<file path="config.mk">
export PLATFORM = sky130hd
export DESIGN_NAME = quad_step_decoder
export DESIGN_NICKNAME = d
export VERILOG_FILES = /design/src/rtl/quad_step_decoder_pkg.sv /design/src/rtl/quad_step_decoder_debounce.sv /design/src/rtl/quad_step_decoder.sv
export SDC_FILE = /design/constraint.sdc
export NUM_CORES = 1
export LEC_CHECK = 0
export ABC_AREA = 1
export BUFFER_PORTS_ARGS = -buffer_cell sky130_fd_sc_hd__buf_2
export CORE_AREA = 2 2 39 41
export DETAILED_ROUTE_END_ITERATION = 8
export DIE_AREA = 0 0 41 43
export SYNTH_ARGS = -nofsm -noshare
export SYNTH_HDL_FRONTEND = slang
export SYNTH_HIERARCHICAL = 1
export SYNTH_SLANG_ARGS = --single-unit
</file>
<file path="constraint.sdc">
create_clock -name clk -period 1.3 [get_ports clk]
set_input_delay 0.065 -clock clk [delete_from_list [all_inputs] [get_ports clk]]
set_output_delay 0.065 -clock clk [all_outputs]
set_load 0.005 [all_outputs]
</file>
<file path="src/rtl/quad_step_decoder_pkg.sv">
// Shared phase encoding, direction values and CW-neighbour helper for the quadrature decoder.
package quad_step_decoder_pkg;

  typedef enum logic [1:0] {
    P00 = 2'b00,
    P01 = 2'b01,
    P11 = 2'b11,
    P10 = 2'b10
  } phase_t;

  localparam logic DIR_UP   = 1'b0;
  localparam logic DIR_DOWN = 1'b1;

  // CW order: P00 -> P01 -> P11 -> P10 -> P00
  function automatic logic qdec_is_cw(input logic [1:0] old_ph, input logic [1:0] new_ph);
    logic r;
    r = 1'b0;
    case (old_ph)
      P00:     r = (new_ph == P01);
      P01:     r = (new_ph == P11);
      P11:     r = (new_ph == P10);
      P10:     r = (new_ph == P00);
      default: r = 1'b0;
    endcase
    return r;
  endfunction

endpackage

</file>
<file path="src/rtl/quad_step_decoder_debounce.sv">
// qdec_debounce: 1-bit stable-count filter; output follows input after CYCLES stable cycles.
module qdec_debounce
  import quad_step_decoder_pkg::*;
#(
  parameter int CYCLES = 50000
) (
  input  logic clk,
  input  logic init_n,
  input  logic load,
  input  logic din,
  output logic dout
);

  localparam int CW = $clog2(CYCLES + 1);

  logic [CW-1:0] cnt;

  always_ff @(posedge clk) begin
    if (!init_n) begin
      cnt  <= '0;
      dout <= 1'b0;
    end else if (load) begin
      // Seed straight from the input while the decoder is priming.
      cnt  <= '0;
      dout <= din;
    end else if (din == dout) begin
      cnt <= '0;
    end else if (cnt == CW'(CYCLES - 1)) begin
      cnt  <= '0;
      dout <= din;
    end else if (cnt != '1) begin
      cnt <= cnt + 1'b1;
    end
  end

endmodule

</file>
<file path="src/rtl/quad_step_decoder.sv">
// Quadrature A/B front end: synchronise, optionally debounce (QDEC_DEBOUNCE_EN), decode Gray phase
// into 1-cycle enable strobes with held direction and a sticky illegal-jump flag.
module quad_step_decoder
  import quad_step_decoder_pkg::*;
#(
  parameter int SYNC_STAGES     = 2,
  parameter int DEBOUNCE_CYCLES = 50000,
  parameter int X4_MODE         = 1
) (
  input  logic       clk,
  input  logic       init_n,
  input  logic       quad_a,
  input  logic       quad_b,
  input  logic       err_clr,
  output logic       enable,
  output logic       downCounter,
  output logic       err,
  output logic [1:0] ab_state
);

  localparam int NUM_LANES = 2;

  if (SYNC_STAGES < 2 || DEBOUNCE_CYCLES < 1) begin : g_bad_param
    $error("quad_step_decoder: SYNC_STAGES must be >= 2 and DEBOUNCE_CYCLES >= 1");
  end

  logic [SYNC_STAGES-1:0][NUM_LANES-1:0] sync_q;
  logic [SYNC_STAGES:0]                  vld_pipe;
  logic [NUM_LANES-1:0]                  filt;
  logic                                  primed;
  phase_t                                ab_q;

  // vld_pipe marks when the synchroniser (and filter seed) holds post-reset pin samples.
  always_ff @(posedge clk) begin
    if (!init_n) begin
      sync_q   <= '0;
      vld_pipe <= '0;
    end else begin
      sync_q   <= {sync_q[SYNC_STAGES-2:0], {quad_a, quad_b}};
      vld_pipe <= {vld_pipe[SYNC_STAGES-1:0], 1'b1};
    end
  end

`ifdef QDEC_DEBOUNCE_EN
  for (genvar g = 0; g < NUM_LANES; g++) begin : g_lane
    qdec_debounce #(.CYCLES(DEBOUNCE_CYCLES)) u_db (
      .clk    (clk),
      .init_n (init_n),
      .load   (~vld_pipe[SYNC_STAGES]),
      .din    (sync_q[SYNC_STAGES-1][g]),
      .dout   (filt[g])
    );
  end
`else
  assign filt = sync_q[SYNC_STAGES-1];
`endif

  logic changed, illegal, cw, pulse_cond;
  assign changed    = (filt != ab_q);
  assign illegal    = ((filt ^ ab_q) == 2'b11);
  assign cw         = qdec_is_cw(ab_q, filt);
  assign pulse_cond = (X4_MODE != 0) || (filt == P00);

  always_ff @(posedge clk) begin
    if (!init_n) begin
      ab_q        <= P00;
      primed      <= 1'b0;
      enable      <= 1'b0;
      downCounter <= DIR_UP;
      err         <= 1'b0;
    end else begin
      enable <= 1'b0;
      if (vld_pipe[SYNC_STAGES] && !primed) begin
        ab_q   <= phase_t'(filt);
        primed <= 1'b1;
      end else if (primed && changed) begin
        ab_q <= phase_t'(filt);
        if (!illegal) begin
          downCounter <= cw ? DIR_UP : DIR_DOWN;
          enable      <= pulse_cond;
        end
      end
      // A new illegal jump takes priority over a coincident clear.
      if (primed && changed && illegal) err <= 1'b1;
      else if (err_clr)                 err <= 1'b0;
    end
  end

  assign ab_state = ab_q;

endmodule

</file>
==> results by group <==
Worst setup path
  • Critical path capture point type: flop
  • Critical Path AT: roughly 1.2 ns
  • CP Cell Sequence: inv_2 -> nand2_1 -> nand2_1 -> nand2_1 -> nand3_2 -> nor2_1 -> nor2_1
  • CP Class: flop to flop
  • CP Max Fanout: 6
  • Slowest CP cell: dfxtp_1
  • Setup crit start kind: flop
  • WP buf/inv: 1
  • Cell family with most CP delay: simple AND/OR/NAND/NOR gates
  • Worst setup path start: ab_state[0]$_SDFFE_PN0P_
  • WP data required: 1.47 ns
  • Worst path most repeated cell: nand2_1
  • R2r startpoint: ab_state[0]$_SDFFE_PN0P_
  • CP max stage delay: 0.43 ns

Placement
  • PortBufs: 9
  • Placer Congestion: between 0.6 and 0.7
  • Final HPWL from detailed placement: about 620 um

Synth
  • Largest family of logic cells by synthesized area: simple AND/OR/NAND/NOR gates
  • Synthesized flop and latch total: 13
  • Proportion of synthesized area in mux cells: 0%
  • Distinct cells, synth: 11
  • Post-synthesis instance area: 536.8 um^2
  • Xor/xnor share of the synthesized area: 0%
  • Post-synthesis compound-gate area fraction: 1.865%
  • Synth warn: 6
  • Mapped Nets: 82
  • Simple-gate share of the synthesized area: around 37%
  • Register area share after synthesis: 48.48%
  • Synth top area cells: dfxtp_1, nand2_1, inv_1, nor2_1, nand2_2
  • Share of the synthesized area in the top cell type: 48.48%
  • Area share of fa/ha/maj cells after synthesis: 0%
  • Syn Inst Count: 77
  • Area leader, netlist: dfxtp_1
  • Average cell area after synthesis: 6.971 um^2

Detailed routing
  • Routed WL: 788 um
  • Antenna Nets Post-Route: 0
  • DRC errors left: 0
  • Via/cell ratio: 4.168
  • First-pass detailed-route iteration total: 4
  • Via count: 446
  • 1st-iter DRT viols: 8
  • WL per Instance: 7.364 um

Layout
  • NumNets Final: 97
  • Number of fillers in the final layout: 141
  • Area Overhead vs Synth: 18.18%
  • Diodes inserted: 0
  • Layout cells sized above 1: 23.08%
  • Commonest non-fill, non-tap cell in the layout: nand2_1
  • Most frequent cells in the layout: nand2_1, dfxtp_1, inv_1

STA
  • Setup TNS: 0 ns
  • Final Setup Violations: 0
  • Final-report max-slew violation count: 0
  • Fin Clk Skew: roughly 0.0021 ns
  • Max_slew headroom: approximately 86%
  • Final period util: 80.34%
  • Worst-margin pin slew: approximately 0.21 ns
  • Fin crit period: 1.044 ns
  • Max Clk Rate: 0.9574 GHz
  • Unrepaired setup endpoints after global routing: no
  • Endpoints failing hold: 0

Clock network
  • Post-CTS Setup Bufs: 0
  • Clock latency on the worst-skew pair: 0.26 ns
  • CTS H-tree lvls: 1
  • CTS tree: built
  • Post-cts sizing count: 0
  • Max Root-Sink Buffers: 2
  • Root buf cell: clkbuf_4
  • Total CTS buffers: 3
  • Clk sink count: 13
  • Worst-path clk slew: 0.07 ns

Global route
  • Largest net degree at the start of global routing: 12
  • Initial antenna violation count: 0
  • GRT Overall Usage: a little under an eighth
  • Number of global-route vias before repair: 386
  • Global-route wire length before repair: 1380 um
  • GRT overflow: 0

Floorplanning
  • Core Area: ~0.0014 mm^2
  • Initial Utilization: about two fifths
  • Number of top-level pins: 10
  • Row count: 14
  • Full die area: 0.001763 mm^2
  • Die X: roughly 41 um
  • Die Y: 43 um

Pwr
  • Leak: 0.3523 nW
  • Pwr Total: 0.7497 mW
  • Max IR drop VDD: between 0.5 and 0.6 mV
  • Pwr Density: roughly 1200 mW/mm^2

Status
  • Outcome: complete, no violations

Min path
  • HP Class: primary input to flop
  • Hold Startpoint: init_n

Run
  • Max Cap Viol: 0
[metrics by stage]
| stage | std cells | hold WS [ns] | instance area (um^2) | worst slack, ns | util [%] |
|---|---|---|---|---|---|
| 2_1_floorplan | 77 | 0.09272 | 536.8 | 0.3493 | - |
| 3_3_place_gp | 101 | 0.2439 | 588.1 | 0.2384 | 42.50 |
| 3_5_place_dp | 101 | 0.2505 | 588.1 | 0.2465 | 42.50 |
| 4_1_cts | 107 | 0.01985 | 634.4 | 0.2353 | 45.84 |
| 5_1_grt | 107 | 0.01746 | 634.4 | 0.09308 | 45.84 |
| 6_report | 107 | 0.02221 | 634.4 | 0.2555 | 45.84 |
[registers in the layout, summed over array words and instances (netlist names)]
signal / count
vld_pipe: 3
ab_state: 2
filt: 2
sync_q: 2
downCounter: 1
enable: 1
err: 1
primed: 1
[layer usage]
layer | up-vias | wire length (um) | GRT usage, %
met4 | 0 | 8 | 8.000
met5 | - | 0 | 0
met2 | 10 | 372 | 17.19
li1 | 254 | - | -
met1 | 180 | 374 | 14.24
met3 | 2 | 33 | 1.571
[final cells by class]
cell class	count	area, um^2	share of cell area (%)
Tap cell	16	20.02	3.156
Multi-Input combinational cell	48	206.4	32.54
Timing Repair Buffer	11	65.06	10.26
Sequential cell	13	260.3	41.03
Clock buffer	4	26.28	4.142
Inverter	15	56.30	8.876
[final timing paths]
check / to / slack (ns) / cells after the start
worst max-delay path: downCounter$_SDFFE_PN0P_ / 0.26 / 7
worst min-delay path: vld_pipe[0]$_DFF_P_ / 0.02 / 1
worst max register to register: downCounter$_SDFFE_PN0P_ / 0.26 / 7
worst min register to register: filt[1]$_SDFF_PN0_ / 0.41 / 2
[kinds of logic after synthesis]
logic type             Yosys count
flip-flops                      13
AND/OR/NAND/NOR                 46
buffers and inverters           16
AO/OA/AOI/OAI                    2
[timing repair]
item	CTS	global route
hold buffers	2	0
endpoints found under the hold margin	2	0
endpoints found under the setup margin	0	0
[report_power, final]
group / internal, mW / total (mW) / switching, mW
logic: 0.0373 / 0.0866 / 0.0493
registers: 0.416 / 0.431 / 0.0141
clock network: 0.119 / 0.233 / 0.114
total: 0.572 / 0.750 / 0.177
[cell usage after synthesis]
master and count:
nand3_1 4, nand4_1 1, clkbuf_8 1, inv_2 4
nand2_2 4, a21oi_1 2, nand2_1 29, inv_1 11
nand3_2 1, nor2_1 7, dfxtp_1 13
(Power assumes the default switching activity.)
